`src/rtl/axis_pkg.sv`:
```
// Shared AXI-Stream framing helpers: counter width, length clamp, and the packetizer state type.
package axis_pkg;

    typedef enum logic [1:0] {
        ST_IDLE,
        ST_RUN,
        ST_DRAIN
    } pkt_state_t;

    function automatic int calc_lw(input int max_len);
        return $clog2(max_len + 1);
    endfunction

    // Zero-length packets are meaningless, so 0 means a single-beat packet.
    function automatic int unsigned clamp_len(input int unsigned len, input int unsigned max_len);
        if (len == 0) return 1;
        if (len > max_len) return max_len;
        return len;
    endfunction

endpackage

```
`src/rtl/axis_skid_buffer.sv`:
```
// Two-entry AXI-Stream register slice: registered ready upstream, registered valid/data downstream.
module axis_skid_buffer #(
    parameter int WIDTH = 33
) (
    input  logic             clk,
    input  logic             rst_n,
    input  logic             en,
    input  logic [WIDTH-1:0] s_data,
    input  logic             s_valid,
    output logic             s_ready,
    output logic [WIDTH-1:0] m_data,
    output logic             m_valid,
    input  logic             m_ready
);

    logic             skid_valid;
    logic             skid_valid_d;
    logic [WIDTH-1:0] skid_data;
    logic             in_hs;
    logic             out_free;

    assign in_hs    = s_valid && s_ready;
    assign out_free = !m_valid || m_ready;

    // Ready is registered, so it must be computed from where the skid slot will be next cycle.
    always_comb begin
        skid_valid_d = skid_valid;
        if (out_free) begin
            skid_valid_d = 1'b0;
        end else if (in_hs) begin
            skid_valid_d = 1'b1;
        end
    end

    always_ff @(posedge clk) begin
        // NOTE: data registers are reset as well so the output bus reads 0 during reset.
        if (!rst_n) begin
            s_ready    <= 1'b0;
            m_valid    <= 1'b0;
            m_data     <= '0;
            skid_valid <= 1'b0;
            skid_data  <= '0;
        end else begin
            // NOTE: non-blocking throughout; every register here samples pre-edge values.
            s_ready    <= en && !skid_valid_d;
            skid_valid <= skid_valid_d;
            if (out_free) begin
                if (skid_valid) begin
                    m_valid <= 1'b1;
                    m_data  <= skid_data;
                end else begin
                    m_valid <= in_hs;
                    if (in_hs) m_data <= s_data;
                end
            end else if (in_hs) begin
                skid_data <= s_data;
            end
        end
    end

endmodule

```
`src/rtl/axis_packetizer.sv`:
```
// Cuts an unframed AXI-Stream into packets of a runtime length by tagging TLAST on every Nth beat.
module axis_packetizer
    import axis_pkg::*;
#(
    parameter  int AXIS_TDATA_WIDTH  = 32,
    parameter  int MAX_PACKET_LENGTH = 1024,
    localparam int LW                = calc_lw(MAX_PACKET_LENGTH)
) (
    input  logic                        axis_aclk,
    input  logic                        axis_aresetn,
    input  logic                        cfg_enable,
    input  logic [LW-1:0]               cfg_packet_length,
    input  logic [AXIS_TDATA_WIDTH-1:0] s_axis_tdata,
    input  logic                        s_axis_tvalid,
    output logic                        s_axis_tready,
    output logic [AXIS_TDATA_WIDTH-1:0] m_axis_tdata,
    output logic                        m_axis_tvalid,
    input  logic                        m_axis_tready,
    output logic                        m_axis_tlast,
    output logic [31:0]                 packet_count,
    output logic                        busy
);

    pkt_state_t    state;
    logic [LW-1:0] cnt;
    logic [LW-1:0] cnt_d;
    logic [LW-1:0] len_q;
    logic [LW-1:0] len_in;
    logic [LW-1:0] len_eff;
    logic          in_hs;
    logic          first_beat;
    logic          last_beat;
    logic          active_d;

    assign in_hs      = s_axis_tvalid && s_axis_tready;
    assign len_in     = LW'(clamp_len(32'(cfg_packet_length), MAX_PACKET_LENGTH));
    assign first_beat = (cnt == '0);
    // The first beat of a packet uses the live length, so a length of 1 tags TLAST immediately.
    assign len_eff    = first_beat ? len_in : len_q;
    assign last_beat  = (cnt + LW'(1) == len_eff);

    always_comb begin
        // NOTE: every combinational output gets a default first, so no latch is inferred.
        cnt_d = cnt;
        if (in_hs) cnt_d = last_beat ? '0 : cnt + LW'(1);
    end

    always_comb begin
        active_d = 1'b0;
        unique case (state)
            ST_IDLE:  active_d = cfg_enable;
            ST_RUN:   active_d = cfg_enable || (cnt_d != '0);
            ST_DRAIN: active_d = !(in_hs && last_beat);
            default:  active_d = 1'b0;
        endcase
    end

    always_ff @(posedge axis_aclk) begin
        if (!axis_aresetn) begin
            state        <= ST_IDLE;
            cnt          <= '0;
            len_q        <= '0;
            packet_count <= '0;
            busy         <= 1'b0;
        end else begin
            cnt  <= cnt_d;
            busy <= active_d;
            if (in_hs && first_beat) len_q <= len_in;
            if (m_axis_tvalid && m_axis_tready && m_axis_tlast) packet_count <= packet_count + 32'd1;
            unique case (state)
                ST_IDLE:  if (cfg_enable) state <= ST_RUN;
                ST_RUN:   if (!cfg_enable) state <= (cnt_d != '0) ? ST_DRAIN : ST_IDLE;
                ST_DRAIN: if (in_hs && last_beat) state <= ST_IDLE;
                default:  state <= ST_IDLE;
            endcase
        end
    end

    axis_skid_buffer #(
        .WIDTH(AXIS_TDATA_WIDTH + 1)
    ) u_skid (
        .clk    (axis_aclk),
        .rst_n  (axis_aresetn),
        .en     (active_d),
        .s_data ({last_beat, s_axis_tdata}),
        .s_valid(s_axis_tvalid),
        .s_ready(s_axis_tready),
        .m_data ({m_axis_tlast, m_axis_tdata}),
        .m_valid(m_axis_tvalid),
        .m_ready(m_axis_tready)
    );

endmodule

```
`config.mk`:
```
export PLATFORM = sky130hd
export DESIGN_NAME = axis_packetizer
export DESIGN_NICKNAME = d
export VERILOG_FILES = /design/src/rtl/axis_pkg.sv /design/src/rtl/axis_skid_buffer.sv /design/src/rtl/axis_packetizer.sv
export SDC_FILE = /design/constraint.sdc
export NUM_CORES = 1
export LEC_CHECK = 0
export CAP_MARGIN = 40
export CORE_ASPECT_RATIO = 1.5
export CORE_MARGIN = 5
export CORE_UTILIZATION = 52
export CTS_CLUSTER_SIZE = 14
export DETAILED_ROUTE_END_ITERATION = 6
export GPL_TIMING_DRIVEN = 1
export PLACE_DENSITY = 0.8
export SETUP_SLACK_MARGIN = 0.15
export SLEW_MARGIN = 25
export SYNTH_ARGS = -nofsm -noshare
export SYNTH_HDL_FRONTEND = slang
export SYNTH_SLANG_ARGS = --single-unit
```
`constraint.sdc`:
```
create_clock -name axis_aclk -period 4 [get_ports axis_aclk]
set_input_delay 0.8 -clock axis_aclk [delete_from_list [all_inputs] [get_ports axis_aclk]]
set_output_delay 0.8 -clock axis_aclk [all_outputs]
set_load 0.02 [all_outputs]
```
==> results of run 1 <==
synthesized netlist by cell type, drive strengths merged, types with 3 or more instances:
cell / n / area share (%)
xnor2: 29 / 4.2
o211a: 33 / 5.4
buf: 10 / 0.93
a21oi: 8 / 0.66
xor2: 18 / 2.6
nor4: 7 / 0.97
nor2b: 22 / 2.3
a211oi: 3 / 0.37
nand2: 136 / 8.4
nand3: 14 / 1.2
a21boi: 39 / 4.8
and2: 30 / 3.1
o21ai: 16 / 1.3
or4b: 3 / 0.62
and3: 10 / 1.0
clkbuf: 35 / 2.2
ha: 3 / 0.62
o31ai: 6 / 0.74
and4: 4 / 0.58
nand4: 15 / 1.5
nand2b: 3 / 0.31
o41ai: 4 / 0.89
dfxtp: 126 / 42
or3: 6 / 0.62
mux2i: 43 / 7.1
inv: 7 / 0.43
nor2: 23 / 1.4
nor3: 8 / 0.85
metal layers:
layer | vias to the layer above | wire length [um] | share of wire [%]
li1 | 2574 | - | -
met1 | 2479 | 6130 | 39
met2 | 149 | 8290 | 53
met3 | 43 | 792 | 5.0
met4 | 0 | 562 | 3.6
met5 | - | 0 | 0
through the flow:
stage	area, um^2	std cells	util, %
2_1_floorplan	6070	683	-
3_3_place_gp	7290	911	63.5
3_5_place_dp	7310	912	63.7
4_1_cts	7940	943	69.2
5_1_grt	7940	943	69.2
6_report	7940	943	69.2
cells by family (layout without fill, tap and decap cells):
logic type | after synthesis | after routing | synth area share (%)
AO/OA/AOI/OAI | 125 | 125 | 16.5
XOR/XNOR | 48 | 48 | 7.15
adder cells (fa/ha/maj) | 3 | 3 | 0.618
buffers and inverters | 52 | 162 | 3.53
flip-flops | 126 | 126 | 41.6
multiplexers | 43 | 43 | 7.09
AND/OR/NAND/NOR | 286 | 286 | 23.5
power groups by stage:
| stage | Clock (mW) | Sequential [mW] | Combinational, mW |
|---|---|---|---|
| floorplan | 0 | 1.36 | 0.144 |
| global placement | 0 | 1.33 | 0.304 |
| detailed placement | 0 | 1.33 | 0.310 |
| CTS | 1.67 | 1.31 | 0.313 |
| global route | 1.72 | 1.31 | 0.336 |
| finish | 1.64 | 1.31 | 0.311 |
sequential cells by signal, indices dropped and copies added, names as in the netlist:
| register | cells |
|---|---|
| busy | 1 |
| cnt | 11 |
| len_q | 11 |
| packet_count | 32 |
| state | 2 |
| u_skid.m_data | 33 |
| u_skid.m_valid | 1 |
| u_skid.s_ready | 1 |
| u_skid.skid_data | 33 |
| u_skid.skid_valid | 1 |
worst min-delay path, stage by stage (launching register included):
cell,delay [ns]
sky130_fd_sc_hd__dfxtp_1,0.31
sky130_fd_sc_hd__nand2_1,0.05
sky130_fd_sc_hd__a21boi_0,0.06
placed cells by master, fill, tap and decap left out, drive strengths merged, types with 3 or more instances in the layout:
cell type / n
o41ai: 4
mux2i: 43
ha: 3
inv: 9
nor3: 8
a211oi: 3
and3: 10
nor2b: 22
bufinv: 4
o21ai: 16
clkbuf: 18
buf: 10
nand3: 14
and4: 4
and2: 30
a21oi: 8
nand2b: 3
a21boi: 39
nor4: 7
clkinv: 5
nand4: 15
o31ai: 6
dfxtp: 126
xnor2: 29
nand2: 136
xor2: 18
nor2: 23
or3: 6
clkdlybuf4s50: 114
or4b: 3
o211a: 33
final timing paths:
check / slack [ns] / to / startpoint / cells past startpoint
setup / recovery: 0.71 / cnt[2] / cnt[0] / 9
hold / removal: 0.46 / u_skid.skid_data[26] / u_skid.skid_data[26] / 2
setup reg to reg: 0.71 / cnt[2] / cnt[0] / 9
hold reg to reg: 0.46 / u_skid.skid_data[26] / u_skid.skid_data[26] / 2
area by class of cell:
type | count | area share [%]
clock inverters | 13 | 2.38
flip-flops and latches | 126 | 31.8
well taps | 150 | 2.37
clock buffers | 18 | 5.53
inverters | 7 | 0.331
multi-input cells | 505 | 42.1
repair buffers | 124 | 15.5
==> results.rst, run 1 <==
.. list-table::
   :header-rows: 1

   * - Metric
     - Value
   * - Die height
     - 142 um
   * - Met1 GRT Util
     - 23.4%
   * - Flop and latch count out of synthesis
     - 126
   * - Net count after synthesis
     - 734
   * - Worst-case clock skew
     - 0.00875 ns
   * - Post-detailed-route count of antenna-violating nets
     - 0
   * - Number of clock sinks seen by CTS
     - 126
   * - Max-slew headroom at the worst pin
     - 43.0%
   * - Synth-to-Final Area Change
     - 30.7%
   * - Max-slew violation count
     - 0
   * - Largest net degree at the start of global routing
     - 65
   * - Hold/Removal Path Class
     - reg2reg
   * - Library cell contributing the largest single delay on the critical path
     - sky130_fd_sc_hd__or4b_1
   * - Maximum frequency from static timing analysis
     - 304 MHz
   * - CP Max Fanout
     - 10
   * - Data required time of the worst path
     - 4.28 ns
   * - Wire length of the first global-routing pass
     - 25.7 mm
   * - Setup Fix Bufs, Post-CTS
     - 0
   * - Remaining design rule violation count
     - 0
   * - CP top delay family
     - simple AND/OR/NAND/NOR gates
   * - Combined area of the multi-input logic cells
     - 3340 um^2
   * - Area of the die
     - 14000 um^2
   * - Number of rows created at floorplan
     - 48
   * - Vias per std cell
     - 5.56
   * - Final setup vio count
     - 0
   * - Dpl hpwl
     - 11.2 mm
   * - Clock period minus worst slack
     - 3.29 ns
   * - Initial standard-cell utilization of the core
     - 52.9%
   * - Syn avg cell area
     - 8.89 um^2
   * - Worst-case clock buffer depth
     - 2
   * - Via count of the first global-routing pass
     - 5324
   * - Fillers
     - 874
   * - Via total after detailed routing
     - 5245
   * - Detailed Route WL
     - 15.8 mm
   * - Library cell used as clock root buffer
     - sky130_fd_sc_hd__clkbuf_16
   * - Number of failing hold endpoints at the final stage
     - 0
   * - Sw Pwr
     - 0.757 mW
   * - Slew at the pin closest to its max-slew limit
     - 0.833 ns
   * - Clock slew at reported path FFs
     - 0.06 ns
   * - Most frequently used flop master after synthesis
     - sky130_fd_sc_hd__dfxtp_1
   * - Placement-stage worst setup slack
     - 0.484 ns
   * - PortBufs
     - 115
   * - I/O pin cnt
     - 116
   * - Register Area
     - 2520 um^2
   * - Met3 track utilization from global routing
     - 6.62%
   * - Fraction of registers with async set/reset
     - 0%
   * - Post-synthesis cell area
     - 6070 um^2
   * - Overall Power
     - 3.26 mW
   * - Number of diodes added for antenna fixing
     - 0
   * - Clock tree from TritonCTS
     - built
   * - Crit Path Class
     - reg2reg
   * - Overall Global Routing Usage
     - 22.7%
   * - Worst vdd rail ir drop
     - 0.281 mV
   * - Aggregate negative setup slack
     - 0 ns
   * - Switching portion of total power
     - 23.2%
   * - Die span in x
     - 98.2 um
   * - Number of nets at the end of the flow
     - 832
   * - Worst path setup slack after routing
     - 0.712 ns
   * - Sum of buffers and inverters on the critical path
     - 1
   * - First-pass iteration count of the detailed router
     - 6
   * - Worst endpoint data arrival time
     - 3.56 ns
   * - Distinct cell type count of the synthesized netlist
     - 55
   * - Cells resized by post-CTS repair
     - 0
   * - Number of buffers inserted by hold repair at cts
     - 0
   * - Flop pwr share
     - 40.1%
   * - Final Cycle Share
     - 82.2%
   * - Most crowded layer after global routing
     - met2
   * - Sequence of cells on the critical path
     - inv_1, ha_1, or4b_1, nor3_4, mux2i_1, xnor2_1, or4b_4, o41ai_4, nor3_1
   * - Unrepaired setup endpoints after global routing
     - false
   * - Number of enable flip-flop cells after synthesis
     - 0
   * - Worst setup SP type
     - flop
   * - Clock H-tree levels
     - 4
   * - Number of max-cap violations
     - 0
   * - DRC marker count from the first detailed-route iteration
     - 186
   * - Int Pwr
     - 2.50 mW
   * - Final weighted congestion of routability-driven global placement
     - 0.910
   * - Longest individual stage delay on the worst path
     - 0.60 ns
   * - Clock latency of the later-clocked register in the worst-skew pair
     - 0.42 ns
   * - Run status
     - finished clean
   * - Total congestion overflow after global routing
     - 0
   * - Share of power burned in the clock network
     - 50.3%
   * - Wirelength per Cell
     - 16.7 um
   * - Antenna violations before repair
     - 0
   * - Endpoint class of the critical path
     - flop
   * - Number of buffers added by the clock tree synthesis step
     - 17
   * - Sequential-to-total area share from yosys stat
     - 41.6%
   * - Met2 demand-to-capacity share in global routing
     - 41.4%
   * - Smallest hold slack
     - 0.464 ns
   * - Yosys Warn Count
     - 0
   * - PwrDens
     - 410 nW/um^2
   * - Portion of total power attributed to combinational logic
     - 9.6%
   * - Fraction of final layout cells with drive strength greater than 1
     - 6.81%
   * - Synthesized instance count
     - 683
   * - Core area
     - 11500 um^2
   * - LEAKAGE
     - 3.23 nW
Note: power is estimated with default switching activity, not from simulation.
==> run 2, diff against run 1 <==
- clock period: 4 -> 3.5 ns (I/O delays scaled with it)
==> run 2 against run 1 <==
- combinational power is 16% higher
- cell area is 0.25% higher
- clock power is 7% higher
- register-to-register slack worse by 0.31 ns
- count of clock-buffer cells in the layout stayed put
- first-iteration DRC count stayed put
- via count is 0.31% lower
- global-route usage is 0.50 points higher
- worst setup slack worse by 0.31 ns
- critical endpoint is now cnt[6]
==> results.rst, run 2 (synthesis gave the netlist of run 1 again) <==
.. list-table::
   :header-rows: 1

   * - Metric
     - Value
   * - Largest regs
     - u_skid.m_data (33), u_skid.skid_data (33), packet_count (32)
   * - Int Pwr
     - 2.71 mW (+8.5%)
   * - Critical register-to-register path endpoint
     - cnt[6]
   * - Clock period minus worst slack
     - 3.09 ns (-0.194 ns)
   * - Crit Path Class
     - reg2reg
   * - Most common library cell in the layout ignoring fill and taps
     - sky130_fd_sc_hd__nand2_1
   * - LEAKAGE
     - 3.25 nW (+0.61%)
   * - Post-detailed-route count of antenna-violating nets
     - 0 (unchanged)
   * - Worst vdd rail ir drop
     - 0.426 mV (+52%)
   * - Critical path endpoint
     - cnt[6]
   * - Run status
     - finished clean
   * - Slew at the pin closest to its max-slew limit
     - 0.793 ns (-0.0402 ns)
   * - Clock H-tree levels
     - 4 (unchanged)
   * - Aggregate negative setup slack
     - 0 ns (unchanged)
   * - Number of buffers added by the clock tree synthesis step
     - 17 (unchanged)
   * - Data required time of the worst path
     - 3.78 ns (-0.50 ns)
   * - Area of the die
     - 14000 um^2 (unchanged)
   * - Wirelength per Cell
     - 16.4 um (-2.1%)
   * - Unrepaired setup endpoints after global routing
     - false
   * - Number of failing hold endpoints at the final stage
     - 0 (unchanged)
   * - Library cell contributing the largest single delay on the critical path
     - sky130_fd_sc_hd__or4b_1
   * - Initial standard-cell utilization of the core
     - 52.9% (unchanged)
   * - Flop pwr share
     - 41.4% (+1.3 points)
   * - Number of clock sinks seen by CTS
     - 126 (unchanged)
   * - Final Cycle Share
     - 88.4% (+6.2 points)
   * - First-pass iteration count of the detailed router
     - 4 (-2)
   * - Flop2flop setup slack
     - 0.41 ns (-0.31 ns)
   * - Antenna violations before repair
     - 0 (unchanged)
   * - Clock slew at reported path FFs
     - 0.06 ns (about the same)
   * - CP Max Fanout
     - 7 (-3)
   * - PwrDens
     - 452 nW/um^2 (+10%)
   * - Hold/Removal Path Class
     - reg2reg
   * - Longest individual stage delay on the worst path
     - 0.59 ns (about the same)
   * - Largest net degree at the start of global routing
     - 67 (+3.1%)
   * - Via total after detailed routing
     - 5229 (-0.31%)
   * - Die span in x
     - 98.2 um (unchanged)
   * - Clock latency of the later-clocked register in the worst-skew pair
     - 0.41 ns (about the same)
   * - Number of max-cap violations
     - 0 (unchanged)
   * - Wire length of the first global-routing pass
     - 26.4 mm (+3.0%)
   * - Sequence of cells on the critical path
     - inv_1, ha_1, or4b_1, nor3_4, mux2i_1, xnor2_1, or4b_4, o41ai_4, nor2_1
   * - Final weighted congestion of routability-driven global placement
     - 0.870 (-4.4%)
   * - Worst endpoint data arrival time
     - 3.37 ns (-0.19 ns)
   * - Switching portion of total power
     - 24.7% (+1.4 points)
   * - Max-slew headroom at the worst pin
     - 45.8% (+2.8 points)
   * - Setup Fix Bufs, Post-CTS
     - 0 (unchanged)
   * - Synth-to-Final Area Change
     - 31.1%
   * - Vias per std cell
     - 5.49 (-1.2%)
   * - Finished layout cell area
     - 7960 um^2 (+0.25%)
   * - Via count of the first global-routing pass
     - 5427 (+1.9%)
   * - Number of diodes added for antenna fixing
     - 0 (unchanged)
   * - I/O pin cnt
     - 116 (unchanged)
   * - Die height
     - 142 um (unchanged)
   * - Number of rows created at floorplan
     - 48 (unchanged)
   * - Placed inst area
     - 7370 um^2 (+0.82%)
   * - Worst-case clock buffer depth
     - 2 (unchanged)
   * - Cells resized by post-CTS repair
     - 0 (unchanged)
   * - Core area
     - 11500 um^2 (unchanged)
   * - Total congestion overflow after global routing
     - 0 (unchanged)
   * - Detailed Route WL
     - 15.6 mm (-1.2%)
   * - Endpoint class of the critical path
     - flop
   * - Maximum frequency from static timing analysis
     - 323 MHz (+6.3%)
   * - Commonest cells after routing, fill and taps aside
     - sky130_fd_sc_hd__nand2_1 (136), sky130_fd_sc_hd__dfxtp_1 (125), sky130_fd_sc_hd__clkdlybuf4s50_1 (114), sky130_fd_sc_hd__mux2i_1 (43), sky130_fd_sc_hd__a21boi_0 (39)
   * - Final setup vio count
     - 0 (unchanged)
   * - Worst-case clock skew
     - 0.00808 ns (-0.000675 ns)
   * - Worst setup SP type
     - flop
   * - Max-slew violation count
     - 0 (unchanged)
   * - Remaining design rule violation count
     - 0 (unchanged)
   * - Fillers
     - 876 (+0.23%)
   * - Overall Global Routing Usage
     - 23.2% (+0.50 points)
   * - Number of nets at the end of the flow
     - 840 (+0.96%)
   * - Portion of total power attributed to combinational logic
     - 10.1% (+0.5 points)
   * - R2r worst-path depth
     - 9 (unchanged)
   * - Fraction of final layout cells with drive strength greater than 1
     - 7.73% (+0.92 points)
   * - Library cell used as clock root buffer
     - sky130_fd_sc_hd__clkbuf_16
   * - Clock tree from TritonCTS
     - built
   * - DRC marker count from the first detailed-route iteration
     - 186 (unchanged)
   * - PortBufs
     - 115 (unchanged)
   * - Launch instance of the worst register-to-register path
     - cnt[0]
   * - Dpl hpwl
     - 11.3 mm (+0.57%)
   * - Number of buffers inserted by hold repair at cts
     - 0 (unchanged)
   * - Worst setup path start
     - cnt[0]
   * - Share of power burned in the clock network
     - 48.5% (-1.8 points)
   * - Sw Pwr
     - 0.888 mW (+17%)
==> run 2: cell count changes in the layout (fill, tap and decap cells not counted), sizes merged <==
cell / delta
buf: +8
bufinv: -2
inv: +3
==> run 2: routing by layer <==
layer,wire [um],track usage [%]
met5,0,0
met4,466,10.4
met3,892,6.96
met2,8070,40.8
met1,6150,25.7
==> run 2: worst max-delay path: cells and delay by family (launching register included) <==
kind | cells | cell delay, ns
flops | 1 | 0.31
xor+xnor | 1 | 0.11
fa+ha+maj | 1 | 0.15
compound gates | 1 | 0.39
buf+inv | 1 | 0.09
simple gates | 4 | 1.64
mux | 1 | 0.27
==> run 2: worst min path at each step <==
stage	startpoint	to	cells past startpoint
6_report	u_skid.skid_data[25]	u_skid.skid_data[25]	2
5_1_grt	u_skid.skid_data[25]	u_skid.skid_data[25]	2
4_1_cts	u_skid.skid_data[25]	u_skid.skid_data[25]	2
3_5_place_dp	u_skid.skid_data[29]	u_skid.skid_data[29]	2
3_3_place_gp	u_skid.skid_data[30]	u_skid.skid_data[30]	2
2_1_floorplan	u_skid.skid_data[0]	u_skid.skid_data[0]	2
==> run 2: final cells by class <==
class	count	area, um^2	share of cell area [%]
clock buffers	18	429	5.39
clock inverters	14	159	2.00
inverters	7	26.3	0.330
multi-input cells	505	3340	42.0
flip-flops and latches	126	2520	31.7
well taps	150	188	2.36
repair buffers	132	1290	16.2
==> run 2: stage by stage <==
step | utilization (%) | cells | hold WS (ns) | worst slack, ns | power [mW]
floorplan | - | 683 | 0.443 | 0.538 | 1.72
CTS | 69.3 | 952 | 0.464 | 0.382 | 3.64
detailed placement | 64.2 | 920 | 0.457 | 0.259 | 1.88
finish | 69.3 | 952 | 0.462 | 0.406 | 3.60
global route | 69.3 | 952 | 0.485 | 0.211 | 3.74
global placement | 64.2 | 920 | 0.448 | 0.318 | 1.88
==> run 2: power groups by stage <==
stage	Sequential (mW)	Combinational [mW]	Clock [mW]
detailed placement	1.52	0.361	0
finish	1.49	0.362	1.75
global route	1.49	0.391	1.85
CTS	1.49	0.364	1.79
global placement	1.52	0.357	0
floorplan	1.55	0.164	0
